**src/rtl/ifu_fetch.sv**
```systemverilog
// ifu_fetch: PC owner and AXI-lite read master (AR/R) feeding decode.
// Optional perf counters are enabled by defining IFU_PERF_CNT_EN.
module ifu_fetch #(
  parameter logic [31:0] RESET_PC = 32'h8000_0000,
  parameter int          ADDR_W   = 32,
  parameter int          DATA_W   = 32,
  parameter logic [31:0] NOP_INST = 32'h0000_0013
) (
  input  logic              clk,
  input  logic              rst,
  output logic [ADDR_W-1:0] araddr,
  output logic              arvalid,
  input  logic              arready,
  input  logic [DATA_W-1:0] rdata,
  input  logic [1:0]        rresp,
  input  logic              rvalid,
  output logic              rready,
  output logic [DATA_W-1:0] inst,
  output logic [ADDR_W-1:0] inst_pc,
  output logic              inst_err,
  output logic              inst_valid,
  input  logic              inst_ready,
  input  logic              redirect_valid,
  input  logic [ADDR_W-1:0] redirect_pc
`ifdef IFU_PERF_CNT_EN
  ,
  output logic [31:0]       perf_fetch_cnt,
  output logic [31:0]       perf_stall_cnt
`endif
);

  typedef enum logic [1:0] {
    S_IDLE,
    S_AR,
    S_R,
    S_OUT
  } state_t;

  localparam logic [ADDR_W-1:0] PC_RST  = ADDR_W'(RESET_PC);
  localparam logic [ADDR_W-1:0] PC_STEP = ADDR_W'(4);
  localparam logic [DATA_W-1:0] NOP_W   = DATA_W'(NOP_INST);

  state_t            r_state;
  logic [ADDR_W-1:0] r_pc;
  logic [ADDR_W-1:0] r_pend_pc;
  logic              r_pend;
  logic [DATA_W-1:0] r_inst;
  logic [ADDR_W-1:0] r_inst_pc;
  logic              r_inst_err;

  logic              w_ar_hs;
  logic              w_r_hs;
  logic              w_drop;
  logic [ADDR_W-1:0] w_drop_pc;
  logic              w_leave_out;

  assign arvalid    = (r_state == S_AR);
  assign rready     = (r_state == S_R);
  assign inst_valid = (r_state == S_OUT);
  assign araddr     = r_pc;
  assign inst       = r_inst;
  assign inst_pc    = r_inst_pc;
  assign inst_err   = r_inst_err;

  assign w_ar_hs = arvalid && arready;
  assign w_r_hs  = rvalid && rready;

  // A redirect arriving with the R beat counts as pending too;
  // the newest target wins.
  assign w_drop    = r_pend || redirect_valid;
  assign w_drop_pc = redirect_valid ? redirect_pc : r_pend_pc;

  assign w_leave_out = redirect_valid || inst_ready;

  // Fetch FSM, PC, pending redirect and held instruction
  always_ff @(posedge clk or posedge rst) begin
    if (rst) begin
      r_state    <= S_IDLE;
      r_pc       <= PC_RST;
      r_pend     <= 1'b0;
      r_pend_pc  <= PC_RST;
      r_inst     <= NOP_W;
      r_inst_pc  <= PC_RST;
      r_inst_err <= 1'b0;
    end else begin
      unique case (r_state)
        S_IDLE: begin
          if (redirect_valid) r_pc <= redirect_pc;
          r_state <= S_AR;
        end
        S_AR: begin
          if (redirect_valid) begin
            r_pend    <= 1'b1;
            r_pend_pc <= redirect_pc;
          end
          if (w_ar_hs) r_state <= S_R;
        end
        S_R: begin
          if (w_r_hs) begin
            if (w_drop) begin
              r_pc    <= w_drop_pc;
              r_pend  <= 1'b0;
              r_state <= S_AR;
            end else begin
              r_inst     <= rdata;
              r_inst_pc  <= r_pc;
              r_inst_err <= (rresp != 2'b00);
              r_state    <= S_OUT;
            end
          end else if (redirect_valid) begin
            r_pend    <= 1'b1;
            r_pend_pc <= redirect_pc;
          end
        end
        S_OUT: begin
          if (redirect_valid) begin
            r_pc <= redirect_pc;
          end else if (inst_ready) begin
            r_pc <= r_pc + PC_STEP;
          end
          if (w_leave_out) begin
            r_inst     <= NOP_W;
            r_inst_err <= 1'b0;
            r_state    <= S_AR;
          end
        end
        default: r_state <= S_IDLE;
      endcase
    end
  end

`ifdef IFU_PERF_CNT_EN
  // Delivered-instruction and bus-wait cycle counters
  always_ff @(posedge clk or posedge rst) begin
    if (rst) begin
      perf_fetch_cnt <= 32'd0;
      perf_stall_cnt <= 32'd0;
    end else begin
      if (inst_valid && inst_ready)
        perf_fetch_cnt <= perf_fetch_cnt + 32'd1;
      if (arvalid || rready)
        perf_stall_cnt <= perf_stall_cnt + 32'd1;
    end
  end
`endif

endmodule
```
**config.mk**
```make
export PLATFORM = sky130hd
export DESIGN_NAME = ifu_fetch
export DESIGN_NICKNAME = d
export VERILOG_FILES = /design/src/rtl/ifu_fetch.sv
export SDC_FILE = /design/constraint.sdc
export NUM_CORES = 1
export LEC_CHECK = 0
export ABC_AREA = 1
export BUFFER_PORTS_ARGS = -buffer_cell sky130_fd_sc_hd__buf_2
export CAP_MARGIN = 25
export CORE_ASPECT_RATIO = 0.7
export CORE_MARGIN = 5
export CORE_UTILIZATION = 40
export DETAILED_ROUTE_END_ITERATION = 8
export PLACE_DENSITY = 0.65
export SYNTH_ARGS = -nofsm -noshare
export SYNTH_HDL_FRONTEND = slang
export SYNTH_SLANG_ARGS = --single-unit
export TNS_END_PERCENT = 100
```
**constraint.sdc**
```tcl
create_clock -name clk -period 4.35 [get_ports clk]
set_clock_uncertainty 0.15 [all_clocks]
set_input_delay 0.6525 -clock clk [delete_from_list [all_inputs] [get_ports clk]]
set_output_delay 0.6525 -clock clk [all_outputs]
set_load 0.1 [all_outputs]
```
# After elaboration in Yosys (flattened, before gate mapping)

Cells that the tools add are included.
Widths: inputs -> output; s select.

Equality and inequality tests: 12
$add $sub $neg: 1
Bitwise logic cells: 1
Muxes and demuxes: 26
Reductions and logical operators: 15

Operators with widths:

| cell                  | count |
|---|---|
| $mux 32               | 10 |
| $pmux 32 s2           | 2 |
| $pmux 32 s3           | 1 |
| $add 32x3->32 const B | 1 |
| $mux 2                | 4 |
| $ne 2x1->1 const B    | 4 |
| $pmux 2 s4            | 1 |
| $mux 1                | 6 |
| $ne 2x2->1 const B    | 3 |
| $reduce_and 3->1      | 2 |
| $reduce_bool 2->1     | 3 |
| $reduce_and 5->1      | 1 |
| $eq 2x2->1 const B    | 2 |
| $pmux 1 s2            | 2 |
| $reduce_and 2->1      | 2 |
| $reduce_and 4->1      | 1 |
| $ne 3x1->1 const B    | 1 |
| $ne 3x2->1 const B    | 1 |
| $reduce_bool 3->1     | 1 |
| $eq 2x1->1 const B    | 1 |
| $logic_and 1x1->1     | 2 |
| $logic_not 2->1       | 1 |
| $logic_or 1x1->1      | 2 |
| $not 1->1             | 1 |

Logic and storage cells: 62
Bits in registers: 132
Input port bits: 72

# Depth between registers and ports, before layout

Depth in word-level cells: 4
Mapped depth: 12
Depth with buffers taken out: 10

# Worst setup path after synthesis

No wires, ideal clock.

Path kind: register to register
Start point: reg r_state[0]
End point: reg r_pc[23] (netlist: araddr[23])
Required time: 4.076 ns
Period minus slack after synthesis: 2.682 ns
Stages on the path, launching flop included: 10
Library setup time: 0.124 ns
Setup slack: 1.668 ns
Data arrival time: 2.408 ns
Cell sequence: dfrtp_1 > inv_1 > ha_1 > buf_2 > nor2_2 > inv_2 > clkbuf_1 > a21boi_0 > nor3_2 > a21oi_2

Word-level cells in the longest chain between the ends: 4
Elaborated cells on any way between the ends: 11

Ends and longest elaborated chain:

| item                              | RTL line | source |
|---|---|---|
| start, declared                   | 43       | `state_t r_state;` |
| start signal, assigned            | 78       | `r_state <= S_IDLE;` |
| start signal, assigned            | 89       | `r_state <= S_AR;` |
| start signal, assigned            | 96       | `if (w_ar_hs) r_state <= S_R;` |
| $eq 2x2->1 *                      | 58       | `assign rready = (r_state == S_R);` |
| named net rready                  | 17       | `output logic rready,` |
| $logic_and 1x1->1                 | 66       | `assign w_r_hs = rvalid && rready;` |
| $ne 2x1->1 (no source line)       | --       |  |
| $reduce_and 5->1 (no source line) | --       |  |
| end signal, assigned              | 88       | `if (redirect_valid) r_pc <= redirect_pc;` |
| end signal, assigned              | 101      | `r_pc <= w_drop_pc;` |
| end signal, assigned              | 117      | `r_pc <= redirect_pc;` |
| end, declared                     | 44       | `logic [ADDR_W-1:0] r_pc;` |

Mark *: on every way through the listed nets, which the timed path passes. The rest lies on a longest branch.
A chain may end at the register's enable or synchronous reset.

# Worst setup path after layout

Start point: reg r_state[0]
End point: reg r_inst[15] (netlist: inst[15])

Word-level cells in the longest chain between the ends: 4
Elaborated cells on any way between the ends: 9

Ends and longest elaborated chain:

| item                              | RTL line | source |
|---|---|---|
| $eq 2x2->1                        | 58, 86   |  |
| $logic_and 1x1->1                 | 66       |  |
| $ne 2x1->1 (no source line)       | --       |  |
| $reduce_and 4->1 (no source line) | --       |  |
| end signal, assigned              | 105      | `r_inst <= rdata;` |
| end, declared                     | 47       | `logic [DATA_W-1:0] r_inst;` |

Parallel ways exist; a longest one is shown, timed or not.

==> results.toml <==
[routing]
vias = 6598
viasPerCell = 5.07
drt_iter0_markers = 550
firstDrtPassIters = 5
routedWlPerCell_um = 15.4
drc = 0
ant_nets = 0
wl_um = 20000

[synth]
synth_xor_area_frac = 0
synth_top_family_by_area = "simple AND/OR/NAND/NOR gates"
synthesis.nets = 978
synthArstFlopShare = 1.00
yosys-top-cells-area = "dfrtp_1, nand2_1, inv_1"
synth_edf_count = 0
yosys.area_share.simple = 0.228
synth_top_area_frac = 0.454
synth_area_leader_cell = "dfrtp_1"
synth_ff_type = "dfrtp_1"
synth_area_per_cell_um2 = 7.72
ys_types = 38
synth-seq-cells = 132
synth-compound-area-share = 0.177
muxShareOfSynthArea = 0.00954
synth-seq-area-share = 0.476
yosysWarnings = 0
syn_area_mm2 = 0.00695
synthAdderAreaFrac = 0.0108
netlist_instances = 900

[floorplan]
dieArea_mm2 = 0.0202
die_w_um = 168
coreArea_mm2 = 0.0171
initial_utilization = 0.406
die_h_um = 120
pin_count = 172
rows = 40

[clocking]
cts_hold_buf = 0
ctsRootBufferMaster = "clkbuf_16"
postCtsSetupBuffers = 0
cts_buffers = 17
clkTransAtPathRegs_ns = 0.06
cts-resized-gates = 0
htree_num_levels = 4
clockBufferDepth = 2
cts_tree = "done"
clkSinkCount = 132
clk_latency_ns = 0.42

[timing]
clock.fmax_mhz = 319
final-setup-viol-count = 0
slew_headroom = 0.375
fin_hold_ws_ns = 0.210
tns_ns = 0
max_slew.worst_pin.slew_ns = 0.938
layout_setup_ws_ns = 1.22
final_max_slew_viol_count = 0
post-route-period-util = 0.720
period_minus_slack_ns = 3.13
grt_setup_unrepaired = "false"
hold_violations = 0

[setup_path]
cpPeakStageDelay_ns = 0.78
critPathLaunchType = "flip-flop"
cp_top_family = "adder cells"
end_kind = "flip-flop"
crit_fanout = 38
crit_chain = "inv_1 -> ha_1 -> nand2_1 -> a21boi_4 -> buf_4 -> nand3_1 -> o21ai_1"
cpMaxStageDelayCell = "ha_1"
path_class = "reg2reg"
crit_arrival_ns = 3.33
required_ns = 4.55
path_buf_inv = 2

[global_routing]
grt_pass1_wl_um = 32300
overflow = 0
grt_pass1_vias = 6255
grt_max_degree = 100
grt.total_usage = 0.200
antenna_found_initial = 0

[run_status]
status = "finished clean"

[final_layout]
seqCellArea_mm2 = 0.00331
multi_input_area_mm2 = 0.00298
drive_gt1_frac = 0.237
fillerInstances = 1711
layout_commonest_cell = "nand2_1"
antenna_cells = 0
layout.nets = 1136
mostFrequentLayoutCells = "nand2_1, buf_2, dfrtp_1, inv_1, nor2_1"
area_growth_syn_to_layout_pct = 24.1

[placement]
post-place-ws_ns = 1.18
hpwl_um = 14700
numPortBuffers = 171
gp_congestion = 0.907

[job]
drv_cap = 0

[min_path]
hold_path_class = "in2async"
[logic make-up (layout without fill, tap and decap cells)]
logic type	count (synthesis)	count (layout)
multiplexers	6	6
buffers and inverters	164	335
flip-flops	132	132
adder cells (fa/ha/maj)	6	6
AO/OA/AOI/OAI	216	216
AND/OR/NAND/NOR	376	376
[metal layers]
| metal | up-vias | global-route usage | part of all wire |
|---|---|---|---|
| li1 | 3233 | - | - |
| met1 | 3131 | 0.287 | 0.48 |
| met2 | 214 | 0.298 | 0.44 |
| met3 | 20 | 0.0578 | 0.072 |
| met4 | 0 | 0.0532 | 0.015 |
| met5 | - | 0 | 0 |
[layout make-up]
type                            instances  area share
Multi-Input combinational cell        604       0.345
Inverter                              121      0.0532
Sequential cell                       132       0.384
Clock inverter                         15      0.0239
Tap cell                              231      0.0335
Timing Repair Buffer                  182       0.111
Clock buffer                           17      0.0493
[state kept, by name, summed over array words and instances (netlist names)]
register / cells
r_state: 2
inst_pc: 32
r_pend_pc: 32
inst: 32
r_pend: 1
araddr: 32
inst_err: 1
[path summary, 6_finish.rpt]
kind | startpoint | end | slack [ns] | cells after the start
setup / recovery | r_state[0] | inst[15] | 1.22 | 7
hold / removal | rst | r_pend_pc[10] | 0.21 | 3
setup reg to reg | r_state[0] | inst[15] | 1.22 | 7
hold reg to reg | inst_pc[4] | inst_pc[4] | 0.33 | 2
max in group asynchronous | rst | inst_pc[31] | 3.10 | 4
min in group clk | rdata[27] | inst[27] | 0.32 | 3
[Yosys cell counts, drive strengths merged (3+ instances only)]
cell type  instances
nand4              3
dfrtp            126
o21ai            114
nand2            185
a21boi            33
a21oi             52
ha                 6
o211ai             3
dfstp              6
buf               28
nor3              18
o22ai              4
mux2               5
inv              120
nor2             100
a22oi              6
clkbuf            15
nand3             68
[stage by stage]
step	cell area, µm²	instances	utilization
final	8630	1302	0.504
after global routing	8630	1302	0.504
after CTS	8600	1301	0.502
after detailed placement	7970	1269	0.465
after global placement	7970	1269	0.465
after floorplan	6950	900	-
[worst min-delay path, stage by stage]
cell and delay [ns]:
buf_2 0.12, inv_6 0.06, buf_16 0.37
Power is not shown: default switching activity piles up to over one toggle a cycle in this logic, so the estimate is an artifact.
